**src/rtl/ahb_pkg.sv**
```systemverilog
// Shared AHB encodings and initiator state for the command-to-AHB bridge.
// Holds HTRANS/HBURST/HRESP codes, the FSM state type and the 1 KB region size.
package ahb_pkg;

    typedef enum logic [1:0] {
        TRANS_IDLE   = 2'b00,
        TRANS_BUSY   = 2'b01,
        TRANS_NONSEQ = 2'b10,
        TRANS_SEQ    = 2'b11
    } htrans_e;

    typedef enum logic [2:0] {
        BURST_SINGLE = 3'd0,
        BURST_INCR   = 3'd1,
        BURST_WRAP4  = 3'd2,
        BURST_INCR4  = 3'd3,
        BURST_WRAP8  = 3'd4,
        BURST_INCR8  = 3'd5,
        BURST_WRAP16 = 3'd6,
        BURST_INCR16 = 3'd7
    } hburst_e;

    typedef enum logic [1:0] {
        RESP_OKAY  = 2'b00,
        RESP_ERROR = 2'b01,
        RESP_RETRY = 2'b10,
        RESP_SPLIT = 2'b11
    } hresp_e;

    typedef enum logic [2:0] {
        S_IDLE,
        S_ADDR,
        S_BURST,
        S_LAST,
        S_ERR
    } state_t;

    // Bursts may not cross a 1 KB address region.
    localparam int KB_BITS = 10;

endpackage

```
**src/rtl/ahb_verilog_initiator_if.sv**
```systemverilog
// Command/stream side and AHB side signals of the initiator.
// master: initiator view; slave: the command source plus AHB target view.
interface ahb_verilog_initiator_if #(
    parameter int AHB_ADDRESS_WIDTH = 32,
    parameter int AHB_WDATA_WIDTH   = 32,
    parameter int AHB_RDATA_WIDTH   = 32
);
    logic                         cmd_valid;
    logic                         cmd_ready;
    logic                         cmd_write;
    logic [AHB_ADDRESS_WIDTH-1:0] cmd_addr;
    logic [2:0]                   cmd_size;
    logic [4:0]                   cmd_len;
    logic                         wr_pop;
    logic [AHB_WDATA_WIDTH-1:0]   wr_data;
    logic                         rd_valid;
    logic [AHB_RDATA_WIDTH-1:0]   rd_data;
    logic                         rd_last;
    logic                         rd_err;
    logic                         done;
    logic                         done_err;
    logic [AHB_ADDRESS_WIDTH-1:0] HADDR;
    logic [1:0]                   HTRANS;
    logic                         HWRITE;
    logic [2:0]                   HSIZE;
    logic [2:0]                   HBURST;
    logic [AHB_WDATA_WIDTH-1:0]   HWDATA;
    logic [AHB_RDATA_WIDTH-1:0]   HRDATA;
    logic                         HREADY;
    logic [1:0]                   HRESP;

    modport master (
        input  cmd_valid, cmd_write, cmd_addr, cmd_size, cmd_len,
        input  wr_data, HRDATA, HREADY, HRESP,
        output cmd_ready, wr_pop, rd_valid, rd_data, rd_last, rd_err,
        output done, done_err,
        output HADDR, HTRANS, HWRITE, HSIZE, HBURST, HWDATA
    );

    modport slave (
        output cmd_valid, cmd_write, cmd_addr, cmd_size, cmd_len,
        output wr_data, HRDATA, HREADY, HRESP,
        input  cmd_ready, wr_pop, rd_valid, rd_data, rd_last, rd_err,
        input  done, done_err,
        input  HADDR, HTRANS, HWRITE, HSIZE, HBURST, HWDATA
    );

endinterface

```
**src/rtl/ahb_initiator_addr_gen.sv**
```systemverilog
// Command sanitising, burst type selection and beat address stepping.
// Ports: raw cmd_* in, cleaned start_* out; cur_addr/cur_size in, next_addr/next_cross out.
module ahb_initiator_addr_gen
    import ahb_pkg::*;
#(
    parameter int AW        = 32,
    parameter int DW        = 32,
    parameter int MAX_BEATS = 16
) (
    input  logic [AW-1:0] cmd_addr,
    input  logic [2:0]    cmd_size,
    input  logic [4:0]    cmd_len,
    output logic [AW-1:0] start_addr,
    output logic [2:0]    start_size,
    output logic [4:0]    start_len,
    output hburst_e       start_burst,
    input  logic [AW-1:0] cur_addr,
    input  logic [2:0]    cur_size,
    output logic [AW-1:0] next_addr,
    output logic          next_cross
);
    localparam logic [2:0] MAX_SIZE = 3'($clog2(DW / 8));
    localparam logic [4:0] MAX_LEN  = 5'(MAX_BEATS);

    logic [AW-1:0] lsb_mask;
    logic [AW-1:0] span;
    logic [AW-1:0] end_addr;
    logic          same_region;

    always_comb begin
        start_size = (cmd_size > MAX_SIZE) ? MAX_SIZE : cmd_size;
        if (cmd_len == 5'd0)
            start_len = 5'd1;
        else if (cmd_len > MAX_LEN)
            start_len = MAX_LEN;
        else
            start_len = cmd_len;
    end

    assign lsb_mask   = (AW'(1) << start_size) - AW'(1);
    assign start_addr = cmd_addr & ~lsb_mask;

    // Address of the last byte touched by the whole burst.
    assign span     = AW'(start_len) << start_size;
    assign end_addr = start_addr + span - AW'(1);
    assign same_region =
        end_addr[AW-1:KB_BITS] == start_addr[AW-1:KB_BITS];

    always_comb begin
        start_burst = BURST_INCR;
        unique case (1'b1)
            start_len == 5'd1:
                start_burst = BURST_SINGLE;
            same_region && start_len == 5'd4:
                start_burst = BURST_INCR4;
            same_region && start_len == 5'd8:
                start_burst = BURST_INCR8;
            same_region && start_len == 5'd16:
                start_burst = BURST_INCR16;
            default:
                start_burst = BURST_INCR;
        endcase
    end

    assign next_addr  = cur_addr + (AW'(1) << cur_size);
    assign next_cross =
        next_addr[AW-1:KB_BITS] != cur_addr[AW-1:KB_BITS];

endmodule

```
**src/rtl/ahb_verilog_initiator.sv**
```systemverilog
// Single-master AHB initiator: turns one command into a pipelined AHB burst.
// Ports: HCLK, HRESET (async, active high), bus (command, stream and AHB signals).
module ahb_verilog_initiator
    import ahb_pkg::*;
#(
    parameter int AHB_ADDRESS_WIDTH = 32,
    parameter int AHB_WDATA_WIDTH   = 32,
    parameter int AHB_RDATA_WIDTH   = 32,
    parameter int MAX_BEATS         = 16
) (
    input  logic HCLK,
    input  logic HRESET,
    ahb_verilog_initiator_if.master bus
);
    localparam int AW = AHB_ADDRESS_WIDTH;
    localparam int WW = AHB_WDATA_WIDTH;
    localparam int RW = AHB_RDATA_WIDTH;

    state_t        state_q,    state_d;
    logic [4:0]    left_q,     left_d;
    logic          dp_valid_q, dp_valid_d;
    logic          dp_write_q, dp_write_d;
    logic [AW-1:0] haddr_q,    haddr_d;
    htrans_e       htrans_q,   htrans_d;
    logic          hwrite_q,   hwrite_d;
    logic [2:0]    hsize_q,    hsize_d;
    hburst_e       hburst_q,   hburst_d;
    logic [WW-1:0] hwdata_q,   hwdata_d;
    logic          rvalid_q,   rvalid_d;
    logic [RW-1:0] rdata_q,    rdata_d;
    logic          rlast_q,    rlast_d;
    logic          rerr_q,     rerr_d;
    logic          done_q,     done_d;
    logic          derr_q,     derr_d;

    logic [AW-1:0] start_addr;
    logic [2:0]    start_size;
    logic [4:0]    start_len;
    hburst_e       start_burst;
    logic [AW-1:0] next_addr;
    logic          next_cross;
    logic          in_addr;
    logic          resp_err;

    ahb_initiator_addr_gen #(
        .AW        (AW),
        .DW        (WW),
        .MAX_BEATS (MAX_BEATS)
    ) u_addr_gen (
        .cmd_addr    (bus.cmd_addr),
        .cmd_size    (bus.cmd_size),
        .cmd_len     (bus.cmd_len),
        .start_addr  (start_addr),
        .start_size  (start_size),
        .start_len   (start_len),
        .start_burst (start_burst),
        .cur_addr    (haddr_q),
        .cur_size    (hsize_q),
        .next_addr   (next_addr),
        .next_cross  (next_cross)
    );

    assign in_addr  = (state_q == S_ADDR) || (state_q == S_BURST);
    // RETRY and SPLIT share the ERROR path.
    assign resp_err = bus.HRESP != RESP_OKAY;

    always_comb begin
        state_d    = state_q;
        left_d     = left_q;
        dp_valid_d = dp_valid_q;
        dp_write_d = dp_write_q;
        haddr_d    = haddr_q;
        htrans_d   = htrans_q;
        hwrite_d   = hwrite_q;
        hsize_d    = hsize_q;
        hburst_d   = hburst_q;
        hwdata_d   = hwdata_q;
        rvalid_d   = 1'b0;
        rdata_d    = rdata_q;
        rlast_d    = 1'b0;
        rerr_d     = 1'b0;
        done_d     = 1'b0;
        derr_d     = 1'b0;

        unique case (state_q)
            S_IDLE: begin
                if (bus.cmd_valid) begin
                    haddr_d    = start_addr;
                    hsize_d    = start_size;
                    hburst_d   = start_burst;
                    hwrite_d   = bus.cmd_write;
                    htrans_d   = TRANS_NONSEQ;
                    left_d     = start_len - 5'd1;
                    dp_valid_d = 1'b0;
                    state_d    = S_ADDR;
                end
            end

            S_ADDR, S_BURST: begin
                if (dp_valid_q && resp_err && !bus.HREADY) begin
                    // Pending address phase was not taken; drop it.
                    htrans_d = TRANS_IDLE;
                    state_d  = S_ERR;
                end else if (bus.HREADY) begin
                    if (dp_valid_q && !dp_write_q) begin
                        rvalid_d = 1'b1;
                        rdata_d  = bus.HRDATA;
                    end
                    dp_valid_d = 1'b1;
                    dp_write_d = hwrite_q;
                    if (hwrite_q)
                        hwdata_d = bus.wr_data;
                    if (left_q == 5'd0) begin
                        htrans_d = TRANS_IDLE;
                        state_d  = S_LAST;
                    end else begin
                        left_d  = left_q - 5'd1;
                        haddr_d = next_addr;
                        if (next_cross) begin
                            // New 1 KB region restarts as INCR.
                            htrans_d = TRANS_NONSEQ;
                            hburst_d = BURST_INCR;
                            state_d  = S_ADDR;
                        end else begin
                            htrans_d = TRANS_SEQ;
                            state_d  = S_BURST;
                        end
                    end
                end
            end

            S_LAST: begin
                if (resp_err && !bus.HREADY) begin
                    state_d = S_ERR;
                end else if (bus.HREADY) begin
                    dp_valid_d = 1'b0;
                    if (!dp_write_q) begin
                        rvalid_d = 1'b1;
                        rdata_d  = bus.HRDATA;
                        rlast_d  = 1'b1;
                    end
                    done_d  = 1'b1;
                    state_d = S_IDLE;
                end
            end

            S_ERR: begin
                if (bus.HREADY) begin
                    dp_valid_d = 1'b0;
                    if (!dp_write_q) begin
                        rvalid_d = 1'b1;
                        rdata_d  = bus.HRDATA;
                        rlast_d  = 1'b1;
                        rerr_d   = 1'b1;
                    end
                    done_d  = 1'b1;
                    derr_d  = 1'b1;
                    state_d = S_IDLE;
                end
            end

            default: state_d = S_IDLE;
        endcase
    end

    always_ff @(posedge HCLK or posedge HRESET) begin
        if (HRESET) begin
            state_q    <= S_IDLE;
            left_q     <= '0;
            dp_valid_q <= 1'b0;
            dp_write_q <= 1'b0;
            haddr_q    <= '0;
            htrans_q   <= TRANS_IDLE;
            hwrite_q   <= 1'b0;
            hsize_q    <= '0;
            hburst_q   <= BURST_SINGLE;
            hwdata_q   <= '0;
            rvalid_q   <= 1'b0;
            rdata_q    <= '0;
            rlast_q    <= 1'b0;
            rerr_q     <= 1'b0;
            done_q     <= 1'b0;
            derr_q     <= 1'b0;
        end else begin
            state_q    <= state_d;
            left_q     <= left_d;
            dp_valid_q <= dp_valid_d;
            dp_write_q <= dp_write_d;
            haddr_q    <= haddr_d;
            htrans_q   <= htrans_d;
            hwrite_q   <= hwrite_d;
            hsize_q    <= hsize_d;
            hburst_q   <= hburst_d;
            hwdata_q   <= hwdata_d;
            rvalid_q   <= rvalid_d;
            rdata_q    <= rdata_d;
            rlast_q    <= rlast_d;
            rerr_q     <= rerr_d;
            done_q     <= done_d;
            derr_q     <= derr_d;
        end
    end

    // Gated by reset so they drop together with the registered outputs.
    assign bus.cmd_ready = (state_q == S_IDLE) && !HRESET;
    assign bus.wr_pop    = in_addr && hwrite_q && bus.HREADY && !HRESET;

    assign bus.HADDR    = haddr_q;
    assign bus.HTRANS   = htrans_q;
    assign bus.HWRITE   = hwrite_q;
    assign bus.HSIZE    = hsize_q;
    assign bus.HBURST   = hburst_q;
    assign bus.HWDATA   = hwdata_q;
    assign bus.rd_valid = rvalid_q;
    assign bus.rd_data  = rdata_q;
    assign bus.rd_last  = rlast_q;
    assign bus.rd_err   = rerr_q;
    assign bus.done     = done_q;
    assign bus.done_err = derr_q;

endmodule

```
**src/flat_wrapper.sv**
```systemverilog
// flat-port wrapper written by rule: the top's interface ports become plain ports
module ahb_verilog_initiator_flat import ahb_pkg::*;
#(
    parameter int AHB_ADDRESS_WIDTH = 32,
    parameter int AHB_WDATA_WIDTH   = 32,
    parameter int AHB_RDATA_WIDTH   = 32,
    parameter int MAX_BEATS         = 16
)
  (HCLK, HRESET, bus_cmd_valid, bus_cmd_write, bus_cmd_addr, bus_cmd_size, bus_cmd_len, bus_wr_data, bus_HRDATA, bus_HREADY, bus_HRESP, bus_cmd_ready, bus_wr_pop, bus_rd_valid, bus_rd_data, bus_rd_last, bus_rd_err, bus_done, bus_done_err, bus_HADDR, bus_HTRANS, bus_HWRITE, bus_HSIZE, bus_HBURST, bus_HWDATA);
  ahb_verilog_initiator_if #(.AHB_ADDRESS_WIDTH(AHB_ADDRESS_WIDTH), .AHB_WDATA_WIDTH(AHB_WDATA_WIDTH), .AHB_RDATA_WIDTH(AHB_RDATA_WIDTH)) bus_i ();
  input  logic HCLK;
  input  logic HRESET;
  input wire logic [$bits(bus_i.cmd_valid)-1:0] bus_cmd_valid;
  input wire logic [$bits(bus_i.cmd_write)-1:0] bus_cmd_write;
  input wire logic [$bits(bus_i.cmd_addr)-1:0] bus_cmd_addr;
  input wire logic [$bits(bus_i.cmd_size)-1:0] bus_cmd_size;
  input wire logic [$bits(bus_i.cmd_len)-1:0] bus_cmd_len;
  input wire logic [$bits(bus_i.wr_data)-1:0] bus_wr_data;
  input wire logic [$bits(bus_i.HRDATA)-1:0] bus_HRDATA;
  input wire logic [$bits(bus_i.HREADY)-1:0] bus_HREADY;
  input wire logic [$bits(bus_i.HRESP)-1:0] bus_HRESP;
  output wire logic [$bits(bus_i.cmd_ready)-1:0] bus_cmd_ready;
  output wire logic [$bits(bus_i.wr_pop)-1:0] bus_wr_pop;
  output wire logic [$bits(bus_i.rd_valid)-1:0] bus_rd_valid;
  output wire logic [$bits(bus_i.rd_data)-1:0] bus_rd_data;
  output wire logic [$bits(bus_i.rd_last)-1:0] bus_rd_last;
  output wire logic [$bits(bus_i.rd_err)-1:0] bus_rd_err;
  output wire logic [$bits(bus_i.done)-1:0] bus_done;
  output wire logic [$bits(bus_i.done_err)-1:0] bus_done_err;
  output wire logic [$bits(bus_i.HADDR)-1:0] bus_HADDR;
  output wire logic [$bits(bus_i.HTRANS)-1:0] bus_HTRANS;
  output wire logic [$bits(bus_i.HWRITE)-1:0] bus_HWRITE;
  output wire logic [$bits(bus_i.HSIZE)-1:0] bus_HSIZE;
  output wire logic [$bits(bus_i.HBURST)-1:0] bus_HBURST;
  output wire logic [$bits(bus_i.HWDATA)-1:0] bus_HWDATA;
  assign bus_i.cmd_valid = bus_cmd_valid;
  assign bus_i.cmd_write = bus_cmd_write;
  assign bus_i.cmd_addr = bus_cmd_addr;
  assign bus_i.cmd_size = bus_cmd_size;
  assign bus_i.cmd_len = bus_cmd_len;
  assign bus_i.wr_data = bus_wr_data;
  assign bus_i.HRDATA = bus_HRDATA;
  assign bus_i.HREADY = bus_HREADY;
  assign bus_i.HRESP = bus_HRESP;
  assign bus_cmd_ready = bus_i.cmd_ready;
  assign bus_wr_pop = bus_i.wr_pop;
  assign bus_rd_valid = bus_i.rd_valid;
  assign bus_rd_data = bus_i.rd_data;
  assign bus_rd_last = bus_i.rd_last;
  assign bus_rd_err = bus_i.rd_err;
  assign bus_done = bus_i.done;
  assign bus_done_err = bus_i.done_err;
  assign bus_HADDR = bus_i.HADDR;
  assign bus_HTRANS = bus_i.HTRANS;
  assign bus_HWRITE = bus_i.HWRITE;
  assign bus_HSIZE = bus_i.HSIZE;
  assign bus_HBURST = bus_i.HBURST;
  assign bus_HWDATA = bus_i.HWDATA;
  ahb_verilog_initiator #(.AHB_ADDRESS_WIDTH(AHB_ADDRESS_WIDTH), .AHB_WDATA_WIDTH(AHB_WDATA_WIDTH), .AHB_RDATA_WIDTH(AHB_RDATA_WIDTH), .MAX_BEATS(MAX_BEATS)) u_core (.HCLK(HCLK), .HRESET(HRESET), .bus(bus_i));
endmodule
```
**config.mk**
```make
export PLATFORM = sky130hd
export DESIGN_NAME = ahb_verilog_initiator_flat
export DESIGN_NICKNAME = d
export VERILOG_FILES = /design/src/rtl/ahb_pkg.sv /design/src/rtl/ahb_verilog_initiator_if.sv /design/src/rtl/ahb_initiator_addr_gen.sv /design/src/rtl/ahb_verilog_initiator.sv /design/src/flat_wrapper.sv
export SDC_FILE = /design/constraint.sdc
export NUM_CORES = 1
export LEC_CHECK = 0
export ABC_AREA = 1
export CORE_MARGIN = 2
export CORE_UTILIZATION = 54
export DETAILED_ROUTE_END_ITERATION = 16
export GPL_TIMING_DRIVEN = 0
export PLACE_DENSITY = 0.95
export SETUP_SLACK_MARGIN = 0.05
export SKIP_LAST_GASP = 1
export SLEW_MARGIN = 20
export SYNTH_ARGS = -nofsm -noshare
export SYNTH_HDL_FRONTEND = slang
export SYNTH_SLANG_ARGS = --single-unit
```
**constraint.sdc**
```tcl
create_clock -name HCLK -period 12 [get_ports HCLK]
set_input_delay 2.4 -clock HCLK [delete_from_list [all_inputs] [get_ports HCLK]]
set_output_delay 2.4 -clock HCLK [all_outputs]
set_load 0.005 [all_outputs]
```
After elaboration in Yosys (flattened, before gate mapping)
Index checks and enable logic that the tools add are counted.
Word-level totals
  bits in registers: 120
  latch bits: 0
  memory bits (writable): 0
  ROM bits: 0
  bits of input ports: 111
  output and inout bits: 112
  word-level logic and storage cells: 140
  memories: 0
Cells by class
  add/subtract/negate cells: 6
  multipliers: 0
  div/mod/pow operators: 0
  order comparisons: 2
  eq/ne operators: 18
  shifts and indexed selects: 3
  mux-type cells: 60
  bitwise logic cells: 3
  reductions and logical operators: 32
Operators by type and width (count)
  $mux W32: 10
  $pmux W32 S3: 1
  $add A32 B32 Y32: 2
  $pmux W32 S2: 1
  $shl A1 B3 Y32 const A: 2
  $mux W3: 12
  $and A32 B32 Y32: 1
  $not A32 Y32: 1
  $shl A5 B3 Y32: 1
  $sub A32 B1 Y32 const B: 1
  $sub A32 B2 Y32 const B: 1
  $mux W5: 6
  $pmux W3 S4: 2
  $eq A22 B22 Y1: 1
  $ne A22 B22 Y1: 1
  $mux W1: 16
  $reduce_and A5 Y1: 3
  $logic_and A1 B1 Y1: 11
  $logic_not A5 Y1: 2
  $mux W2: 5
  $ne A2 B2 Y1 const B: 5
  $pmux W5 S2: 1
  $sub A5 B1 Y5 const B: 2
  $eq A3 B2 Y1 const B: 2
  27 further kinds: 34

Longest topological paths before layout
  word-level depth: 13
  gate-level depth with buffers: 26
  depth with buffers taken out: 26

Modules after synthesis
Synthesis repeated with hierarchy kept, for this count alone.
Second synthesis, totals
  cell total of the unflattened synthesis: 1415
  area, all modules: 9594.2 um^2
Modules (own cells, without submodules)
  ahb_verilog_initiator: instances 1, cells each 605, area an instance 5286.3 um^2, sequential area each 3002.9 um^2
  ahb_initiator_addr_gen: instances 1, cells each 810, area an instance 4307.9 um^2, sequential area each 0.0 um^2

Least setup slack after synthesis
Ideal clock, no wire load.
  path kind: in2out
  start: input port bus_HREADY
  end: output port bus_wr_pop
  data arrival time: 3.099 ns
  data required time: 9.600 ns
  setup slack: 6.501 ns
  cell stages on the path: 5
  path buffers: 1
  path through: inv_1 nor2_1 nand2_1 buf_2 nor2_1
On the way
  word-level cells in the longest chain between the ends: 2
RTL lines
  from (decl): RTL line flat_wrapper.sv:20  | input wire logic [$bits(bus_i.HREADY)-1:0] bus_HREADY;
  $logic_and A1 B1 Y1 (2 in a row): RTL line ahb_verilog_initiator.sv:206  | assign bus.wr_pop = in_addr && hwrite_q && bus.HREADY && !HRESET;
  to (decl): RTL line flat_wrapper.sv:23  | output wire logic [$bits(bus_i.wr_pop)-1:0] bus_wr_pop;
Every way passes these cells.

Worst setup path after layout
Ends and elaborated chain as after synthesis.

==> results summary <==
The run finished with clean final reports. The top cell types in the final layout, fill and taps aside, are sky130_fd_sc_hd__clkdlybuf4s50_1 (222), sky130_fd_sc_hd__nand2_1 (221), sky130_fd_sc_hd__inv_1 (144). The number of stages on the worst hold path is 1. The slowest cell on the critical path is sky130_fd_sc_hd__clkdlybuf4s50_1. The top cell type by area accounts for 35.46% of the synthesized area. After detailed routing, the number of remaining DRC violations is 0.

Tracing the worst setup path back leads to its startpoint at bus_HREADY. The signed area change from the synthesized netlist to the final layout came out at 37.02%. The required time reported for the critical path endpoint is between 9 and 10 ns.

In this run the most critical hold path is launched from u_core.dp_write_q. 0 antenna diodes ended up in the layout. The end point of the most critical hold path is u_core.bus.rd_err. The slack of the worst reg-to-reg path came out at 8.71 ns.

The fraction of final layout cells sized beyond drive strength 1 is 10.53%. Averaged over all synthesized cells, the footprint is about 8 um^2. The average routed wire per standard cell is 18.83 um. The global-route congestion overflow total came out at 0. In this run the tool buffered the top-level ports with ~220 buffer cells. The initial DRC count came out at 655. The overall global routing resource usage is 34.81%. The number of antenna violations at the first check in global routing came out at 0. The worst slew margin relative to its limit is 53.96%. The standard cell core area came out at ~0.015 mm^2. The half-perimeter wire length of the detailed placement result came out at 22,300 um.

The total placed instance area is 0.01101 mm^2. The worst setup path is of the input pin to primary output kind. The slew at the pin closest to its max-slew limit came out at 0.6906 ns.

Counting the buffers created by CTS gives 17. The post-layout total power came out at ~2800 uW. In this run, post-CTS hold repair placed 0 buffers. The final non-filler cell area came out at around 0.012 mm^2. The initial core utilization came out at 55.51%. The most frequent standard cell in the layout excluding fill and tap cells is sky130_fd_sc_hd__clkdlybuf4s50_1. By area the synthesized netlist is led by sky130_fd_sc_hd__dfrtp_1 (35%), sky130_fd_sc_hd__nand2_1 (9.8%), sky130_fd_sc_hd__mux2_2 (8.5%). For this run, the slowest stage of the critical path takes between 0.5 and 0.6 ns.

The cell count after synthesis is roughly 1.1k. The routed design could run at a clock period as short as 6.959 ns. The clock sink total is 120. The destination of the worst register-to-register timing path is u_core.bus.HADDR[28]. The H-tree depth came out at 4. The power density over cell area is 237.9 mW/mm^2. The clock latency reported for the late side of the worst-skew pair is 0.42 ns.

Across the run, the number of max-cap violations was 0. The number of global-route vias before repair is 8,666. Measured along the x axis, the die boundary spans about 130 um.

The critical path goes through clkdlybuf4s50_1 -> inv_1 -> nor2_1 -> nand2_1 -> buf_2 -> nor2_1 -> clkdlybuf4s50_1. At the end of routability-driven placement, the weighted congestion stood at 0.9901. The worst-path maximum fanout came out at 10. The final-layout worst hold slack is about 0.43 ns. In this run the worst hold path is classified as register to register.

The fill cell total of the finished layout came out at 1,061. The net count of the finished layout came out at 1,483. The CTS tree is yes. Pin placement for this block handled 223 I/O pins. The worst setup path is launched from an input pin. The post-detailed-routing wire length came out at 29,020 um. Setup repair after global routing left no endpoint under its margin. The cell accounting for the most synthesized area is sky130_fd_sc_hd__dfrtp_1. The kind of capture point of the worst setup path is a primary output. The period utilization came out at 57.99%.

The buffer depth of the longest clock path is 2. The area of the die came out at 0.01670 mm^2. The sequential area share after synthesis is 35.46%. The startpoint of the worst register-to-register path is u_core.bus.HSIZE[0]. The largest net degree at the start of global routing came out at 63.

The most instantiated flip-flop cell in the synthesis netlist is sky130_fd_sc_hd__dfrtp_1. The async set or reset register ratio after synthesis is 100.0%. The count of yosys warnings during synthesis came out at 0. The accumulated negative setup slack is 0 ns.

The count of cells along the worst register-to-register path is 19. The netlist area before placement is approximately 0.0085 mm^2. The floorplan row count is 45. The die is 129.2 um tall.

After clock tree synthesis, the setup repair step added 0 buffers. The worst clock skew is 0.006933 ns. The clock tree root buffer cell is sky130_fd_sc_hd__clkbuf_16.

The synthesized flop and latch total is 120. The final-report max-slew violation count is 0. The data arrival time of the critical path is 4.56 ns. The number of vias in the routed layout came out at 8,699.

Once detail routing completed, the nets flagged for antenna violations numbered 0. The number of hold-slack violations in the final timing report is 0. The first-pass GRT wire length is 44,650 um. The detailed-router iteration count before antenna repair is 6. The maximum VDD drop came out at about 130 uV. In this run, synthesis inferred 0 flip-flops with an integrated enable. The number of gates given a new drive strength after cts came out at 0. The final count of negative-setup-slack endpoints is 0.

The top achievable clock speed came out at 143.7 MHz. The analysis attributes to cell leakage a power of 0.005378 uW. After clock tree synthesis, the clock-pin slew on the worst setup and hold paths is 0.05 ns. The post-synthesis cell type count came out at 52.

After detailed routing, the number of vias per cell comes to 5.645.
==> layout make-up <==
cell class	instances	area (um^2)	area share, %
multi-input cells	788	4831	41.63
flip-flops and latches	120	3003	25.88
repair buffers	223	2250	19.39
inverters	152	578.1	4.981
clock buffers	23	478.0	4.119
well taps	211	264.0	2.275
clock inverters	8	120.1	1.035
plain buffers	16	81.33	0.7008
==> synth_stat cells (2+ instances only) <==
library cell               number
sky130_fd_sc_hd__nor3_2         2
sky130_fd_sc_hd__inv_2          6
sky130_fd_sc_hd__dfrtp_1      120
sky130_fd_sc_hd__nand3b_1       5
sky130_fd_sc_hd__a21oi_1       64
sky130_fd_sc_hd__o21bai_1       2
sky130_fd_sc_hd__nor4_1         4
sky130_fd_sc_hd__inv_1        145
sky130_fd_sc_hd__a221oi_1       2
sky130_fd_sc_hd__mux2_2        64
sky130_fd_sc_hd__conb_1         2
sky130_fd_sc_hd__o22ai_1        5
sky130_fd_sc_hd__or2_2          2
sky130_fd_sc_hd__o21ai_1        5
sky130_fd_sc_hd__nand2_1      221
sky130_fd_sc_hd__xor2_1        24
sky130_fd_sc_hd__clkbuf_1       4
sky130_fd_sc_hd__xnor2_1       13
sky130_fd_sc_hd__nand2_4        2
sky130_fd_sc_hd__nor3_1        30
sky130_fd_sc_hd__nand4_1       14
sky130_fd_sc_hd__a22oi_1        9
sky130_fd_sc_hd__nor2_1        90
sky130_fd_sc_hd__nand2_2        6
sky130_fd_sc_hd__o31ai_1        2
sky130_fd_sc_hd__nor2_2         5
sky130_fd_sc_hd__buf_4          3
sky130_fd_sc_hd__o21ai_0       54
sky130_fd_sc_hd__o221ai_1      16
sky130_fd_sc_hd__nor2_4         4
sky130_fd_sc_hd__a31oi_1        3
sky130_fd_sc_hd__a21o_1        12
sky130_fd_sc_hd__o21a_1         4
sky130_fd_sc_hd__o211ai_1       7
sky130_fd_sc_hd__nand3_1       44
sky130_fd_sc_hd__ha_1          53
sky130_fd_sc_hd__buf_2          8
==> critical path, delay by kind of cell <==
| family | cells | cell delay, ns |
|---|---|---|
| buf+inv | 4 | 1.47 |
| simple gates | 3 | 0.69 |
==> per-stage QoR <==
stage,setup WS (ns),std cells,util [%]
6_report,5.041,1541,76.06
5_1_grt,4.920,1541,76.06
4_1_cts,5.089,1541,76.06
3_5_place_dp,5.112,1510,72.14
3_3_place_gp,4.683,1509,71.92
2_1_floorplan,6.414,1076,-
==> worst max-delay path by stage <==
stage                            to  slack (ns)
2_1_floorplan   u_core.bus.HADDR[0]        6.41
3_3_place_gp   u_core.bus.HADDR[31]        4.68
3_5_place_dp             bus_wr_pop        5.11
4_1_cts                  bus_wr_pop        5.09
5_1_grt                  bus_wr_pop        4.92
6_report                 bus_wr_pop        5.04
==> registers in the layout, indices dropped and copies added (netlist names) <==
name,count
u_core.bus.done_err,1
u_core.bus.rd_err,1
u_core.bus.HTRANS,2
u_core.bus.rd_last,1
u_core.bus.rd_data,32
u_core.bus.HSIZE,3
u_core.bus.done,1
u_core.dp_valid_q,1
u_core.bus.HADDR,32
u_core.bus.HWRITE,1
u_core.state_q,3
u_core.dp_write_q,1
u_core.bus.HBURST,3
u_core.bus.rd_valid,1
u_core.bus.HWDATA,32
u_core.left_q,5
==> power by group <==
part / switching, uW / internal (uW) / leakage [uW]
Clock: 179 / 340 / 0.000289
Combinational: 766 / 701 / 0.00363
Sequential: 167 / 608 / 0.00145
==> kinds of logic after synthesis <==
kind of cell             share of synthesized area (%)
XOR/XNOR                                         3.826
adder cells (fa/ha/maj)                          8.066
other                                          0.08867
multiplexers                                     8.509
buffers and inverters                            7.726
flip-flops                                       35.46
AO/OA/AOI/OAI                                    13.83
AND/OR/NAND/NOR                                  22.50
==> per-layer routing <==
layer / GRT usage (%) / routed length [um]
met1: 38.33 / 10450
met2: 63.68 / 14560
met3: 7.184 / 2424
met4: 17.01 / 1586
met5: 0 / 0
No activity file was read; power rests on OpenSTA's default activity.
